$ cat config.mk
export PLATFORM = sky130hd
export DESIGN_NAME = valu_arbiter
export DESIGN_NICKNAME = d
export VERILOG_FILES = /design/src/rtl/valu_pkg.sv /design/src/rtl/rr_arb2.sv /design/src/rtl/valu_arbiter.sv
export SDC_FILE = /design/constraint.sdc
export NUM_CORES = 1
export LEC_CHECK = 0
export ABC_AREA = 1
export CORE_AREA = 2 2 209 211
export CTS_CLUSTER_DIAMETER = 60
export DETAILED_ROUTE_END_ITERATION = 10
export DIE_AREA = 0 0 211 213
export DONT_BUFFER_PORTS = 1
export PLACE_DENSITY = 0.46
export SKIP_LAST_GASP = 1
export SLEW_MARGIN = 25
export SYNTH_ARGS = -nofsm -noshare
export SYNTH_HDL_FRONTEND = slang
export SYNTH_SLANG_ARGS = --single-unit
$ cat constraint.sdc
create_clock -name clk -period 2.2 [get_ports clk]
set_input_delay 0.66 -clock clk [delete_from_list [all_inputs] [get_ports clk]]
set_output_delay 0.66 -clock clk [all_outputs]
set_load 0.03 [all_outputs]
$ cat src/rtl/valu_pkg.sv
// valu_pkg: operation/element-width encodings, FSM state type and the
// legality helper shared by the vector-ALU arbiter and its users.
package valu_pkg;

   localparam logic [1:0] OP_VADD = 2'b00;
   localparam logic [1:0] OP_VSUB = 2'b01;
   localparam logic [1:0] OP_VMUL = 2'b10;
   localparam logic [1:0] OP_ILL  = 2'b11;

   localparam logic [1:0] SEW_8   = 2'b00;
   localparam logic [1:0] SEW_16  = 2'b01;
   localparam logic [1:0] SEW_32  = 2'b10;
   localparam logic [1:0] SEW_ILL = 2'b11;

   // Cycles an operation may spend waiting on the ALU before it is aborted
   localparam int TIMEOUT_DEFAULT = 15;

   typedef enum logic [1:0] {
      IDLE  = 2'd0,
      ISSUE = 2'd1,
      WAIT  = 2'd2,
      RESP  = 2'd3
   } state_t;

   // An encoding is legal only if both the operation and element width are
   function automatic logic is_legal(input logic [1:0] op, input logic [1:0] sew);
      return (op != OP_ILL) && (sew != SEW_ILL);
   endfunction

endpackage

$ cat src/rtl/rr_arb2.sv
// rr_arb2: combinational two-way round-robin pick. The caller owns and
// registers last_grant; this block only decides who wins this cycle.
module rr_arb2 (
   input  logic [1:0] req,
   input  logic       last_grant,
   output logic       grant,
   output logic       grant_valid
);

   // When both ask, the one that did not win last time goes next
   always_comb begin
      // NOTE: every output is given a default first so no path can leave it unassigned and infer a latch.
      grant       = 1'b0;
      grant_valid = |req;
      if (req == 2'b11) begin
         grant = ~last_grant;
      end else if (req[1]) begin
         grant = 1'b1;
      end
   end

endmodule

$ cat src/rtl/valu_arbiter.sv
// valu_arbiter: shares one vector ALU between two issue ports. Accepts one
// request at a time, rejects illegal encodings without touching the ALU,
// drives the start-pulse / hold-operands / done protocol, and holds the
// result until the response consumer takes it.
module valu_arbiter
   import valu_pkg::*;
#(
   parameter int TIMEOUT = TIMEOUT_DEFAULT
) (
   input  logic        clk,
   input  logic        rst_n,

   input  logic        r0_valid,
   output logic        r0_ready,
   input  logic [1:0]  r0_op,
   input  logic [1:0]  r0_sew,
   input  logic [63:0] r0_vs1,
   input  logic [63:0] r0_vs2,

   input  logic        r1_valid,
   output logic        r1_ready,
   input  logic [1:0]  r1_op,
   input  logic [1:0]  r1_sew,
   input  logic [63:0] r1_vs1,
   input  logic [63:0] r1_vs2,

   output logic        rsp_valid,
   input  logic        rsp_ready,
   output logic        rsp_id,
   output logic        rsp_err,
   output logic [63:0] rsp_data,

   output logic [1:0]  alu_op,
   output logic [1:0]  alu_sew,
   output logic [63:0] alu_vs1,
   output logic [63:0] alu_vs2,
   output logic        alu_valid_in,
   input  logic        alu_valid_out,
   input  logic [63:0] alu_result,

   output logic        busy
);

   localparam int                CNT_W     = $clog2(TIMEOUT + 1);
   // Last WAIT cycle before giving up: the counter starts at 0 on entry
   localparam logic [CNT_W-1:0] WAIT_LAST = CNT_W'(TIMEOUT - 1);

   state_t           state;
   logic             last_grant;
   logic [CNT_W-1:0] wait_cnt;

   logic             grant;
   logic             grant_valid;
   logic             accept;

   logic [1:0]       sel_op;
   logic [1:0]       sel_sew;
   logic [63:0]      sel_vs1;
   logic [63:0]      sel_vs2;

   rr_arb2 u_arb (
      .req         ({r1_valid, r0_valid}),
      .last_grant  (last_grant),
      .grant       (grant),
      .grant_valid (grant_valid)
   );

   // Ready only in IDLE and only to the valid requester that won
   assign accept   = (state == IDLE) && grant_valid;
   assign r0_ready = accept && !grant;
   assign r1_ready = accept &&  grant;
   assign busy     = (state != IDLE);

   // Payload of the winning port
   assign sel_op  = grant ? r1_op  : r0_op;
   assign sel_sew = grant ? r1_sew : r0_sew;
   assign sel_vs1 = grant ? r1_vs1 : r0_vs1;
   assign sel_vs2 = grant ? r1_vs2 : r0_vs2;

   // Control FSM plus the ALU-side and response registers it owns
   always_ff @(posedge clk) begin
      // NOTE: sequential state uses non-blocking assignments so every register samples pre-edge values.
      if (!rst_n) begin
         state        <= IDLE;
         last_grant   <= 1'b1;
         wait_cnt     <= '0;
         alu_op       <= '0;
         alu_sew      <= '0;
         alu_vs1      <= '0;
         alu_vs2      <= '0;
         alu_valid_in <= 1'b0;
         rsp_valid    <= 1'b0;
         rsp_id       <= 1'b0;
         rsp_err      <= 1'b0;
         rsp_data     <= '0;
      end else begin
         // The start pulse is only ever set for the single ISSUE cycle
         alu_valid_in <= 1'b0;

         unique case (state)
            IDLE: begin
               if (accept) begin
                  alu_op     <= sel_op;
                  alu_sew    <= sel_sew;
                  alu_vs1    <= sel_vs1;
                  alu_vs2    <= sel_vs2;
                  rsp_id     <= grant;
                  last_grant <= grant;
                  if (!is_legal(sel_op, sel_sew)) begin
                     // Reject without starting the ALU
                     rsp_err   <= 1'b1;
                     rsp_data  <= '0;
                     rsp_valid <= 1'b1;
                     state     <= RESP;
                  end else begin
                     alu_valid_in <= 1'b1;
                     state        <= ISSUE;
                  end
               end
            end

            ISSUE: begin
               wait_cnt <= '0;
               state    <= WAIT;
            end

            WAIT: begin
               // Operands stay put here: the ALU re-reads them every cycle
               if (alu_valid_out) begin
                  rsp_data  <= alu_result;
                  rsp_err   <= 1'b0;
                  rsp_valid <= 1'b1;
                  state     <= RESP;
               end else if (wait_cnt == WAIT_LAST) begin
                  rsp_data  <= '0;
                  rsp_err   <= 1'b1;
                  rsp_valid <= 1'b1;
                  state     <= RESP;
               end else begin
                  wait_cnt <= wait_cnt + 1'b1;
               end
            end

            RESP: begin
               if (rsp_ready) begin
                  rsp_valid <= 1'b0;
                  state     <= IDLE;
               end
            end

            default: state <= IDLE;
         endcase
      end
   end

endmodule

==> flow_summary.yaml, run 1 <==
sta:
  min_period_ns: 2.30
  slew_violations: 0
  hold_violations: 0
  skew_ns: 0.00931
  rsz0062_at_grt: "true"
  hold_slack_ns: 0.213
  fin_crit_sh: 1.05
  setup_viol: 1
  relSlewSlack: 0.530
  fmax_mhz: 434
  setup_slack_ns: -0.103
  worst_pin_slew_ns: 0.705
clock_tree:
  cts_tree: "done"
  numCtsBuffers: 29
  clk_pin_slew_worst_paths_ns: 0.05
  htreeDepth: 1
  clock-sinks: 207
  clk-insertion-delay-late_ns: 0.57
  clockBufferDepth: 3
  cts-root-buf: "clkbuf_16"
worst_setup_path:
  cp_max_fo: 7
  setup.worst_path.start: "state[1]$_SDFFE_PN0P_"
  cp.arrival_ns: 1.64
  r2r_end: "alu_vs2[30]$_SDFFE_PN0P_"
  reg2reg_setup_slack_ns: 0.15
  worstSetupPathType: "reg -> out"
  r2r-start: "state[1]$_SDFFE_PN0P_"
  required_ns: 1.54
  cp-end-kind: "primary output"
  start_kind: "flop"
  reg2regPathDepth: 12
final_layout:
  drive_gt1_frac: 0.0879
  nNetsFinal: 1570
  area_growth_syn_to_layout_pct: 20.2
floorplan:
  start_util: 0.206
  core_um2: 42700
  io_pins: 537
  die-height_um: 213
  dieArea_um2: 44900
  rows: 76
  die_x_um: 211
synthesis:
  syn_area_um2: 8780
  ys_top_cells_by_area: "dfxtp_1 47%, nand2_1 23%, a31oi_1 9.4%"
  synth_warnings: 0
  post_synth_num_cell_types: 23
  netlist_instances: 1255
  synth_ff_type: "dfxtp_1"
  synth_largest_area_cell: "dfxtp_1"
  ys_top_cells_by_count: "540 x nand2_1, 207 x dfxtp_1, 132 x a31oi_1"
  yosysMostFrequentCell: "nand2_1"
  seq_area_frac_synth: 0.472
  synthesis.nets: 1596
  avgSynthCellArea_um2: 6.99
  synth.top_cell.area_share: 0.472
  async_flop_share: 0
  synth_edf_count: 0
  ys_ff_latch: 207
global_route:
  grt_use_total: 0.157
  grt-ovfl-total: 0
  grt_max_degree: 132
  antenna_found_initial: 11
  grt_first_pass_wirelength_um: 53700
  grt_pass1_vias: 8173
placement:
  port_buffers: 0
  place.gp.congestion: 0.837
  dp_hpwl_um: 27400
  place_ws_ns: 0.110
power_and_ir_drop:
  p_leak_nw: 4.04
  ir_drop_mv: 0.614
  power_mw: 17.9
  powerDensity_nw_per_um2: 1690
run_status:
  violations: "negative setup slack"
  status: "finished with violations"
run:
  drv_cap: 0
detailed_routing:
  detail-route-antenna-nets: 0
  wl_per_cell_um: 20.9
  firstDrtPassIters: 6
  viasPerCell: 4.72
  drt-initial-drc-count: 574
  drc: 0
  via_count: 8510
  drt-total-wl_um: 37700
hold_path:
  hold_start: "rst_n"
  min_to: "last_grant$_SDFFE_PN1P_"
  holdCritPathClass: "in -> reg"
  hold_depth: 1
[worst max-delay path by stage]
stage                          endpoint  slack, ns  cells past startpoint
5_1_grt                        r0_ready      -0.20                      7
3_5_place_dp    alu_vs1[7]$_SDFFE_PN0P_       0.11                      8
4_1_cts                        r0_ready      -0.17                      7
3_3_place_gp   alu_vs1[11]$_SDFFE_PN0P_       0.18                      8
2_1_floorplan                  r1_ready      0.003                      6
6_report                       r0_ready      -0.10                      7
[cell type report]
type / count / area [um2]
Antenna cell: 4 / 10.0
Timing Repair Buffer: 39 / 497
Tap cell: 546 / 683
Sequential cell: 207 / 4150
Fill cell: 4776 / 32100
Multi-Input combinational cell: 914 / 4080
Inverter: 38 / 158
Clock buffer: 39 / 833
Clock inverter: 15 / 145
[power by group]
group          internal [mW]  leakage (nW)  switching [mW]
Sequential              4.83          1.71            2.89
Combinational           2.04          1.84            3.37
Clock                   2.81         0.489            1.93
Total                   9.68          4.04            8.20
[per-layer routing]
metal | routed length (um) | track usage
met1 | 14200 | 0.176
met2 | 17900 | 0.262
met3 | 4710 | 0.0756
met4 | 794 | 0.0488
met5 | 55 | 0
[cells in the final DEF, fill, tap and decap left out, types with 2 or more instances in the layout]
| master | instances |
|---|---|
| a21oi_1 | 62 |
| a21oi_4 | 2 |
| a31oi_1 | 132 |
| buf_12 | 12 |
| buf_4 | 24 |
| bufbuf_16 | 2 |
| clkbuf_1 | 3 |
| clkbuf_16 | 29 |
| clkbuf_8 | 7 |
| clkinv_2 | 6 |
| dfxtp_1 | 205 |
| dfxtp_2 | 2 |
| diode_2 | 4 |
| ha_1 | 6 |
| inv_1 | 29 |
| inv_2 | 5 |
| inv_4 | 3 |
| inv_6 | 3 |
| inv_8 | 3 |
| nand2_1 | 539 |
| nand3_1 | 65 |
| nor2_1 | 89 |
| nor3_1 | 4 |
| o21ai_0 | 6 |
[cell families (layout without fill, tap and decap cells)]
| kind of cell | after synthesis | count (layout) | synth area share |
|---|---|---|---|
| fa+ha+maj | 7 | 7 | 0.00998 |
| flops | 207 | 207 | 0.472 |
| simple gates | 705 | 705 | 0.314 |
| buf+inv | 134 | 131 | 0.0690 |
| other cells | 0 | 4 | 0 |
| compound gates | 202 | 202 | 0.135 |
[through the flow]
step / std cells / utilization / cell area (um2) / TNS [ns]
floorplan: 1255 / - / 8780 / 0
global placement: 1731 / 0.220 / 9370 / 0
detailed placement: 1731 / 0.220 / 9370 / 0
CTS: 1797 / 0.246 / 10500 / -0.166
global route: 1802 / 0.247 / 10500 / -0.201
finish: 1802 / 0.247 / 10500 / -0.103
[worst max-delay path, stage by stage (launching register included)]
cell and delay, ns:
dfxtp_2 0.32, inv_2 0.07, ha_4 0.15, inv_4 0.04, a21oi_4 0.13, inv_4 0.06
nor2_4 0.12, buf_12 0.18
[state kept, by name (all words and copies together) (netlist names)]
name / count
alu_sew: 2
alu_vs1: 64
state: 2
alu_op: 2
wait_cnt: 4
last_grant: 1
rsp_data: 64
rsp_valid: 1
rsp_err: 1
rsp_id: 1
alu_valid_in: 1
alu_vs2: 64
[timing repair]
item,CTS,global route
hold buffers,0,0
resized for setup,9,4
pin swaps,2,1
endpoints found under the hold margin,0,0
cloned,2,0
buffers inserted,10,1
endpoints found under the setup margin,3,4
Note: power is estimated with default switching activity, not from simulation.
==> inputs of run 2 (changes only) <==
GPL_ROUTABILITY_DRIVEN = 0   (was default)
PLACE_DENSITY = default   (was 0.46)
PLACE_DENSITY_LB_ADDON = 0.08   (was default)
==> run 2 against run 1 <==
Effect of this change:
- the run still ends with negative setup slack left
- non-clock buffer count grew 7
- routed wire length grew 2.4%
- register-to-register slack gained 0.07 ns
- critical path type unchanged
- highest routed layer is now met4
==> flow_summary.yaml, run 2 (synthesized netlist as in run 1, its figures left out) <==
run_status:
  status: "finished with violations"
  violations: "negative setup slack"
clock_tree:
  clockBufferDepth: 3
  htreeDepth: 2
  holdBufCountCts: 0
  clk-insertion-delay-late_ns: 0.53
  clk_pin_slew_worst_paths_ns: 0.05
  cts_tree: "done"
  numCtsBuffers: 34
  clock-sinks: 207
  cts-root-buf: "clkbuf_16"
global_route:
  grt-ovfl-total: 0
  grt_max_degree: 132
  grt_use_total: 0.163
  grt_pass1_vias: 8343
  antenna_found_initial: 2
  grt_first_pass_wirelength_um: 55300
sta:
  setup_slack_ns: -0.0458
  fmax_mhz: 445
  skew_ns: 0.0156
  slew_violations: 0
  min_period_ns: 2.25
  fin_crit_sh: 1.02
  setup_viol: 1
  hold_violations: 0
  worst_pin_slew_ns: 0.683
  relSlewSlack: 0.544
  hold_slack_ns: 0.258
  rsz0062_at_grt: "true"
worst_setup_path:
  cp-end-kind: "primary output"
  required_ns: 1.54
  start_kind: "flop"
  setup.worst_path.start: "state[0]$_SDFFE_PN0P_"
  cp_max_fo: 5
  reg2reg_setup_slack_ns: 0.22
  r2r_end: "rsp_data[57]$_SDFFE_PN0P_"
  worstSetupPathType: "reg -> out"
  r2r-start: "state[0]$_SDFFE_PN0P_"
  reg2regPathDepth: 12
  cp.arrival_ns: 1.59
hold_path:
  min_to: "rsp_data[15]$_SDFFE_PN0P_"
  holdCritPathClass: "in -> reg"
  hold_depth: 2
  hold_start: "rst_n"
floorplan:
  die-height_um: 213
  core_um2: 42700
  io_pins: 537
  die_x_um: 211
  start_util: 0.206
  rows: 76
  dieArea_um2: 44900
final_layout:
  drive_gt1_frac: 0.0957
  num-fill-cells: 4783
  area_growth_syn_to_layout_pct: 22.6
  reg_top3: "alu_vs1 (64), alu_vs2 (64), rsp_data (64)"
  nNetsFinal: 1582
  post-route-util: 0.252
  mostFrequentLayoutCell: "nand2_1"
  layout_common_cells: "539 x nand2_1, 205 x dfxtp_1, 132 x a31oi_1"
power_and_ir_drop:
  pwr-share-clk: 0.297
  ir_drop_mv: 0.893
  powerDensity_nw_per_um2: 1740
  combPwrFrac: 0.287
  power_mw: 18.7
  p_leak_nw: 4.14
  seqPwrFrac: 0.416
  p_sw_frac: 0.445
  intPower_mw: 10.4
  switchingPower_mw: 8.33
detailed_routing:
  wl_per_cell_um: 21.3
  drt-total-wl_um: 38600
  via_count: 8354
  firstDrtPassIters: 4
  drt-initial-drc-count: 394
  detail-route-antenna-nets: 0
  viasPerCell: 4.61
  drc: 0
placement:
  dp_hpwl_um: 27700
  port_buffers: 0
run:
  drv_cap: 0
run 2: critical path, stage by stage (launching register included):
cell and delay, ns:
dfxtp_2 0.32, inv_2 0.08, ha_4 0.16, inv_4 0.04
a21oi_4 0.13, inv_4 0.05, nor2_4 0.11, buf_12 0.15
run 2: how the worst max path moves through the flow:
stage / endpoint / slack [ns] / cells past startpoint
floorplan: r1_ready / 0.003 / 6
global placement: alu_vs2[7]$_SDFFE_PN0P_ / 0.19 / 9
detailed placement: alu_vs2[7]$_SDFFE_PN0P_ / 0.12 / 9
CTS: r0_ready / -0.11 / 7
global route: r0_ready / -0.12 / 7
finish: r0_ready / -0.05 / 7
run 2: layer usage:
metal / part of all wire / track usage / up-vias
met3: 0.11 / 0.0669 / 51
met4: 0.022 / 0.0556 / 0
li1: - / - / 4072
met2: 0.49 / 0.277 / 363
met1: 0.38 / 0.186 / 3868
met5: 0 / 0 / -
run 2: power groups by stage:
stage / Sequential, mW / Clock, mW / Combinational [mW]
after floorplan: 7.40 / 0 / 3.91
after global placement: 7.93 / 0 / 5.27
after detailed placement: 7.88 / 0 / 5.33
after CTS: 7.82 / 5.77 / 5.47
after global routing: 7.92 / 5.91 / 6.18
final: 7.78 / 5.57 / 5.37
run 2: timing repair:
item	in CTS	in global routing
endpoints found under the setup margin	3	2
gates resized for setup	8	2
setup buffers	9	2
pin swaps	2	2
run 2: stage by stage:
stage	setup slack, ns	instance area, um2	instances	TNS (ns)
final	-0.0458	10800	1812	-0.0458
after global routing	-0.118	10800	1812	-0.121
after CTS	-0.109	10700	1808	-0.109
after detailed placement	0.116	9480	1740	0
after global placement	0.194	9480	1740	0
after floorplan	0.00337	8780	1255	0
run 2: cell type report:
cell class,instances,area (um2),share of cell area
antenna,2,5.00,0.000465
clock inverter,16,223,0.0207
timing repair buffer,46,533,0.0495
sequential,207,4150,0.385
multi-input combinational,914,4070,0.378
tap,546,683,0.0635
inverter,38,158,0.0147
clock buffer,43,945,0.0878
